**src/rtl/countdown_timer_ctrl_if.sv**
```systemverilog
// Command/status bundle between the key/switch front end and countdown_timer_ctrl.
// The master drives the command pulses and preset; the slave returns the countdown status.
interface countdown_timer_ctrl_if #(
  parameter int CNT_W = 8
);
  logic             i_start;
  logic             i_pause;
  logic             i_clear;
  logic [CNT_W-1:0] i_preset;
  logic [CNT_W-1:0] o_remain;
  logic [1:0]       o_state;
  logic             o_tick;
  logic             o_done;
  logic             o_alarm;

  modport master (
    output i_start, i_pause, i_clear, i_preset,
    input  o_remain, o_state, o_tick, o_done, o_alarm
  );

  modport slave (
    input  i_start, i_pause, i_clear, i_preset,
    output o_remain, o_state, o_tick, o_done, o_alarm
  );
endinterface

```
**src/rtl/countdown_timer_ctrl.sv**
```systemverilog
// Run/pause/expire countdown timer: a modulo-TICK_DIV prescaler feeding a loadable tick counter.
// Optional TIMER_AUTORELOAD_EN: reload from the preset at expiry instead of latching EXPIRED.
//
// state      | meaning
// -----------+-----------------------------------------------------
// ST_IDLE    | cleared, counter at 0, waiting for START
// ST_RUN     | prescaler advancing, REMAIN decremented on each tick
// ST_PAUSED  | prescaler and REMAIN frozen, PAUSE/START resumes
// ST_EXPIRED | countdown reached 0, ALARM asserted until CLEAR/START
module countdown_timer_ctrl #(
  parameter int TICK_DIV = 50000000,
  parameter int PRE_W    = 26,
  parameter int CNT_W    = 8
) (
  input  logic                  CLK,
  input  logic                  RSTn,
  countdown_timer_ctrl_if.slave bus
);

  typedef enum logic [1:0] {
    ST_IDLE    = 2'd0,
    ST_RUN     = 2'd1,
    ST_PAUSED  = 2'd2,
    ST_EXPIRED = 2'd3
  } state_t;

  localparam logic [PRE_W-1:0] PRE_LAST = PRE_W'(TICK_DIV - 1);
  localparam logic [CNT_W-1:0] CNT_ONE  = CNT_W'(1);

  state_t           r_state;
  logic [CNT_W-1:0] r_remain;
  logic [PRE_W-1:0] r_pre;

  logic w_tick;
  logic w_done;
  logic w_preset_nz;

  assign w_tick      = (r_state == ST_RUN) && (r_pre == PRE_LAST);
  assign w_done      = w_tick && (r_remain == CNT_ONE);
  assign w_preset_nz = (bus.i_preset != '0);

  // Commands are mutually exclusive per edge: CLEAR beats START beats PAUSE beats the tick.
  always_ff @(posedge CLK) begin
    if (!RSTn) begin
      r_state  <= ST_IDLE;
      r_remain <= '0;
      r_pre    <= '0;
    end else if (bus.i_clear) begin
      r_state  <= ST_IDLE;
      r_remain <= '0;
      r_pre    <= '0;
    end else if (bus.i_start) begin
      if (r_state == ST_PAUSED) begin
        r_state <= ST_RUN;
      end else if (w_preset_nz) begin
        r_state  <= ST_RUN;
        r_remain <= bus.i_preset;
        r_pre    <= '0;
      end else begin
        r_state  <= ST_IDLE;
        r_remain <= '0;
        r_pre    <= '0;
      end
    end else if (bus.i_pause) begin
      if (r_state == ST_RUN) begin
        r_state <= ST_PAUSED;
      end else if (r_state == ST_PAUSED) begin
        r_state <= ST_RUN;
      end
    end else if (r_state == ST_RUN) begin
      if (w_done) begin
        r_pre <= '0;
`ifdef TIMER_AUTORELOAD_EN
        if (w_preset_nz) begin
          r_remain <= bus.i_preset;
        end else begin
          r_remain <= '0;
          r_state  <= ST_EXPIRED;
        end
`else
        r_remain <= '0;
        r_state  <= ST_EXPIRED;
`endif
      end else if (w_tick) begin
        r_pre    <= '0;
        r_remain <= r_remain - CNT_ONE;
      end else begin
        r_pre <= r_pre + PRE_W'(1);
      end
    end
  end

  assign bus.o_remain = r_remain;
  assign bus.o_state  = r_state;
  assign bus.o_tick   = w_tick;
  assign bus.o_done   = w_done;
  assign bus.o_alarm  = (r_state == ST_EXPIRED);

endmodule
```
**src/flat_wrapper.sv**
```systemverilog
// flat-port wrapper written by rule: the top's interface ports become plain ports
module countdown_timer_ctrl_flat 
#(
  parameter int TICK_DIV = 50000000,
  parameter int PRE_W    = 26,
  parameter int CNT_W    = 8
)
  (CLK, RSTn, bus_i_start, bus_i_pause, bus_i_clear, bus_i_preset, bus_o_remain, bus_o_state, bus_o_tick, bus_o_done, bus_o_alarm);
  countdown_timer_ctrl_if #(.CNT_W(CNT_W)) bus_i ();
  input  logic CLK;
  input  logic RSTn;
  input wire logic [$bits(bus_i.i_start)-1:0] bus_i_start;
  input wire logic [$bits(bus_i.i_pause)-1:0] bus_i_pause;
  input wire logic [$bits(bus_i.i_clear)-1:0] bus_i_clear;
  input wire logic [$bits(bus_i.i_preset)-1:0] bus_i_preset;
  output wire logic [$bits(bus_i.o_remain)-1:0] bus_o_remain;
  output wire logic [$bits(bus_i.o_state)-1:0] bus_o_state;
  output wire logic [$bits(bus_i.o_tick)-1:0] bus_o_tick;
  output wire logic [$bits(bus_i.o_done)-1:0] bus_o_done;
  output wire logic [$bits(bus_i.o_alarm)-1:0] bus_o_alarm;
  assign bus_i.i_start = bus_i_start;
  assign bus_i.i_pause = bus_i_pause;
  assign bus_i.i_clear = bus_i_clear;
  assign bus_i.i_preset = bus_i_preset;
  assign bus_o_remain = bus_i.o_remain;
  assign bus_o_state = bus_i.o_state;
  assign bus_o_tick = bus_i.o_tick;
  assign bus_o_done = bus_i.o_done;
  assign bus_o_alarm = bus_i.o_alarm;
  countdown_timer_ctrl #(.TICK_DIV(TICK_DIV), .PRE_W(PRE_W), .CNT_W(CNT_W)) u_core (.CLK(CLK), .RSTn(RSTn), .bus(bus_i));
endmodule
```
**config.mk**
```make
export PLATFORM = sky130hd
export DESIGN_NAME = countdown_timer_ctrl_flat
export DESIGN_NICKNAME = d
export VERILOG_FILES = /design/src/rtl/countdown_timer_ctrl_if.sv /design/src/rtl/countdown_timer_ctrl.sv /design/src/flat_wrapper.sv
export SDC_FILE = /design/constraint.sdc
export NUM_CORES = 1
export LEC_CHECK = 0
export ABC_AREA = 1
export BUFFER_PORTS_ARGS = -buffer_cell sky130_fd_sc_hd__clkbuf_2
export CAP_MARGIN = 20
export CORE_ASPECT_RATIO = 0.5
export CORE_MARGIN = 2
export CORE_UTILIZATION = 48
export DETAILED_ROUTE_END_ITERATION = 16
export GPL_ROUTABILITY_DRIVEN = 0
export HOLD_SLACK_MARGIN = 0.05
export PLACE_DENSITY = 0.64
export SETUP_SLACK_MARGIN = 0.02
export SLEW_MARGIN = 0
export SYNTH_ARGS = -nofsm -noshare
export SYNTH_HDL_FRONTEND = slang
export SYNTH_SLANG_ARGS = --single-unit
export TNS_END_PERCENT = 5
```
**constraint.sdc**
```tcl
create_clock -name CLK -period 2.25 [get_ports CLK]
set_clock_uncertainty 0.2 [all_clocks]
set_input_delay 0.3375 -clock CLK [delete_from_list [all_inputs] [get_ports CLK]]
set_output_delay 0.3375 -clock CLK [all_outputs]
set_load 0.01 [all_outputs]
```
==> run metrics <==
Die X-Extent=106 µm; DR iter-0 viols=192; Vias=2642; max-cap check violation count=0; Worst Setup Path Type=reg2out; outcome=complete, no violations; Worst Hold End=u_core.bus.o_remain[0]; Max Slew Vio Count=0; mux share of post-synthesis cell area=0.402%; Post-Syn Instances=406; via/cell ratio=between 5 and 6; FF-to-FF path depth=11; GRT overflow=0; Pre-antenna DRT Iters=6; CP startpoint=u_core.r_pre[13]; Skew-Pair Late Insertion Delay=0.29 ns; chip height=54.9 µm; setup slack at placement=0.246 ns; period utilization=between 90% and 100%; Period minus WS final=roughly 2.2 ns; layout cells sized above 1=18.2%; sw frac=29.3%; Synth Area per Inst=6.13 µm²; post-DP HPWL=between 4000 and 5000 µm; number of global-route vias before repair=between 2000 and 2500; CORE AREA=4950 µm²; area delta synth->final=15.9%; Critical R2R Launch=u_core.r_pre[1]; CP arrival=approximately 1.6 ns; drt wl/cell=~13 µm; RSZ-0062 raised after global routing=yes; WHS=0.212 ns; final WL=6740 µm; placed instance count=499; CTS Buffer Depth=2; top-area cell type share of the netlist area=29.0%; Max IR drop VDD=approximately 0.00023 V; Synth area leader=dfxtp_1; Worst Path Required=1.71 ns; Ant. Diodes=0; H-tree Lvls=2; # IOs=26; Slew headroom=73.2%; power per cell area=451 nW/µm²; compound-cell area share of the yosys netlist=~4%; Internal=0.000918 W; library cells used by synthesis=34; Clock power frac=35.0%; Startpoint Class=flip-flop; Die ar.=about 5800 µm²; layout net count=456; Area contributors post-synth=dfxtp_1, nand2_1, nor2_1; register bit total from synthesis=36; register area share after synthesis=29.0%; Post-Syn Nets=422; Final Hold Vio Count=0; Worst-Margin Slew=0.400 ns; WHS Path Cells=5; area post-placement=approximately 2700 µm²; Initial Utilization=50.2%; clk sinks=36; PortBufs=25; Worst Setup Slack, final=0.0689 ns; CTS tree=yes; Simple-Gate Fraction of Synth Area=between 40% and 50%; sequential fraction of design power=between 50% and 60%; fill count=roughly 510; drt drc=0; final setup violation count=0; overall routing resource usage=24.3%; Syn. warnings=0; hold_sp=bus_i_preset[0]; R2R setup slack=~0.24 ns; cts bufs inserted=5; post-route insts no fill=510; antenna violations before repair=0; synthesized area=approximately 2500 µm²; largest net degree at the start of global routing=24; min-delay worst type=in2reg; reg2reg end=u_core.r_pre[7]; global-route wire length before repair=10800 µm; largest family of logic cells by synthesized area=simple AND/OR/NAND/NOR gates; Site Rows=18; xor and xnor area share after synthesis=4.23%; Detail Route Antenna Nets=0; Comb power frac=14.9%; clk slew on worst S/H paths=0.08 ns; CTS Root Cell=clkbuf_8; Synth Area in Adders=1.51%; leakage=approximately 1.3 nW; NetSw=around 0.00038 W; CP max FO=5; CP Capture Type=primary output; Fmax achieved=around 460 MHz; Final Power=~0.0013 W; cell area after layout=slightly below 3000 µm²
==> critical path: stages (launching register included) <==
cell and delay (ns):
dfxtp_4 0.37, nand2_1 0.10, nor2_4 0.22, nand3_4 0.11, nor4_4 0.27, and2_1 0.16, buf_2 0.12
==> area by class of cell <==
class,instances,area [µm²],share of cell area (%)
Multi-Input combinational cell,309,1570,54.3
Sequential cell,36,744,25.8
Inverter,53,206,7.16
Timing Repair Buffer,35,200,6.94
Tap cell,70,87.6,3.04
Clock buffer,6,72.6,2.52
Clock inverter,1,5.00,0.174
==> state kept, by name, summed over array words and instances, names as in the netlist <==
signal	count
u_core.bus.o_remain	8
u_core.bus.o_state	2
u_core.r_pre	26
==> routing by layer <==
| metal | part of all wire, % | up-vias | track usage, % |
|---|---|---|---|
| li1 | - | 1342 | - |
| met1 | 49 | 1204 | 33.2 |
| met2 | 44 | 90 | 41.2 |
| met3 | 6.3 | 6 | 5.04 |
| met4 | 0.68 | 0 | 4.39 |
| met5 | 0 | - | 0 |
==> cells by family (layout without fill, tap and decap cells) <==
logic type,Yosys count,count (layout)
mux,1,1
compound gates,18,18
fa+ha+maj,3,3
simple gates,275,275
buf+inv,61,95
xor+xnor,12,12
flops,36,36
==> how the worst max path moves through the flow <==
stage | end | slack (ns) | cells past startpoint
CTS | bus_o_done | 0.02 | 6
detailed placement | bus_o_done | 0.25 | 7
global placement | bus_o_done | 0.29 | 7
global route | bus_o_done | -0.01 | 6
finish | bus_o_done | 0.07 | 6
floorplan | bus_o_done | 0.23 | 6
==> metrics by stage <==
step	util (%)	setup TNS, ns
6_report	58.2	0
5_1_grt	58.2	-0.0113
4_1_cts	55.8	0
3_5_place_dp	54.0	0
3_3_place_gp	54.0	0
2_1_floorplan	-	0
==> cell usage in the layout, fill, tap and decap left out, types with 5 or more instances in the layout <==
master    count
dfxtp_2       7
a21oi_1       8
nor2_1       78
nand2_1     114
clkbuf_8      5
dfxtp_1      25
o21ai_0       6
nand4_1      14
inv_1        48
clkbuf_2     24
buf_4        10
xor2_1       11
nand3_1      41
==> synth_stat cells (all sizes together) <==
cell	count
a21boi	1
a21o	1
a21oi	8
a31oi	1
and2	1
buf	6
clkbuf	2
dfxtp	36
ha	3
inv	53
mux2i	1
nand2	120
nand3	44
nand4	14
nor2	86
nor3	6
nor4	3
o21ai	6
o31ai	1
or2	1
xnor2	1
xor2	11
==> timing repair <==
| action | in CTS | in global routing |
|---|---|---|
| hold buffers | 0 | 0 |
| setup endpoints to repair | 1 | 2 |
| gates resized for setup | 3 | 28 |
| pin swaps | 1 | 4 |
| buffers inserted | 0 | 4 |
==> power by group through the flow <==
stage / Sequential [W] / Clock (W) / Combinational [W]
after floorplan: 0.000670 / 0 / 0.000142
after detailed placement: 0.000669 / 0 / 0.000190
after global placement: 0.000669 / 0 / 0.000186
final: 0.000651 / 0.000455 / 0.000193
after CTS: 0.000654 / 0.000467 / 0.000191
after global routing: 0.000652 / 0.000492 / 0.000218
Power figures use the tool's default switching activity.
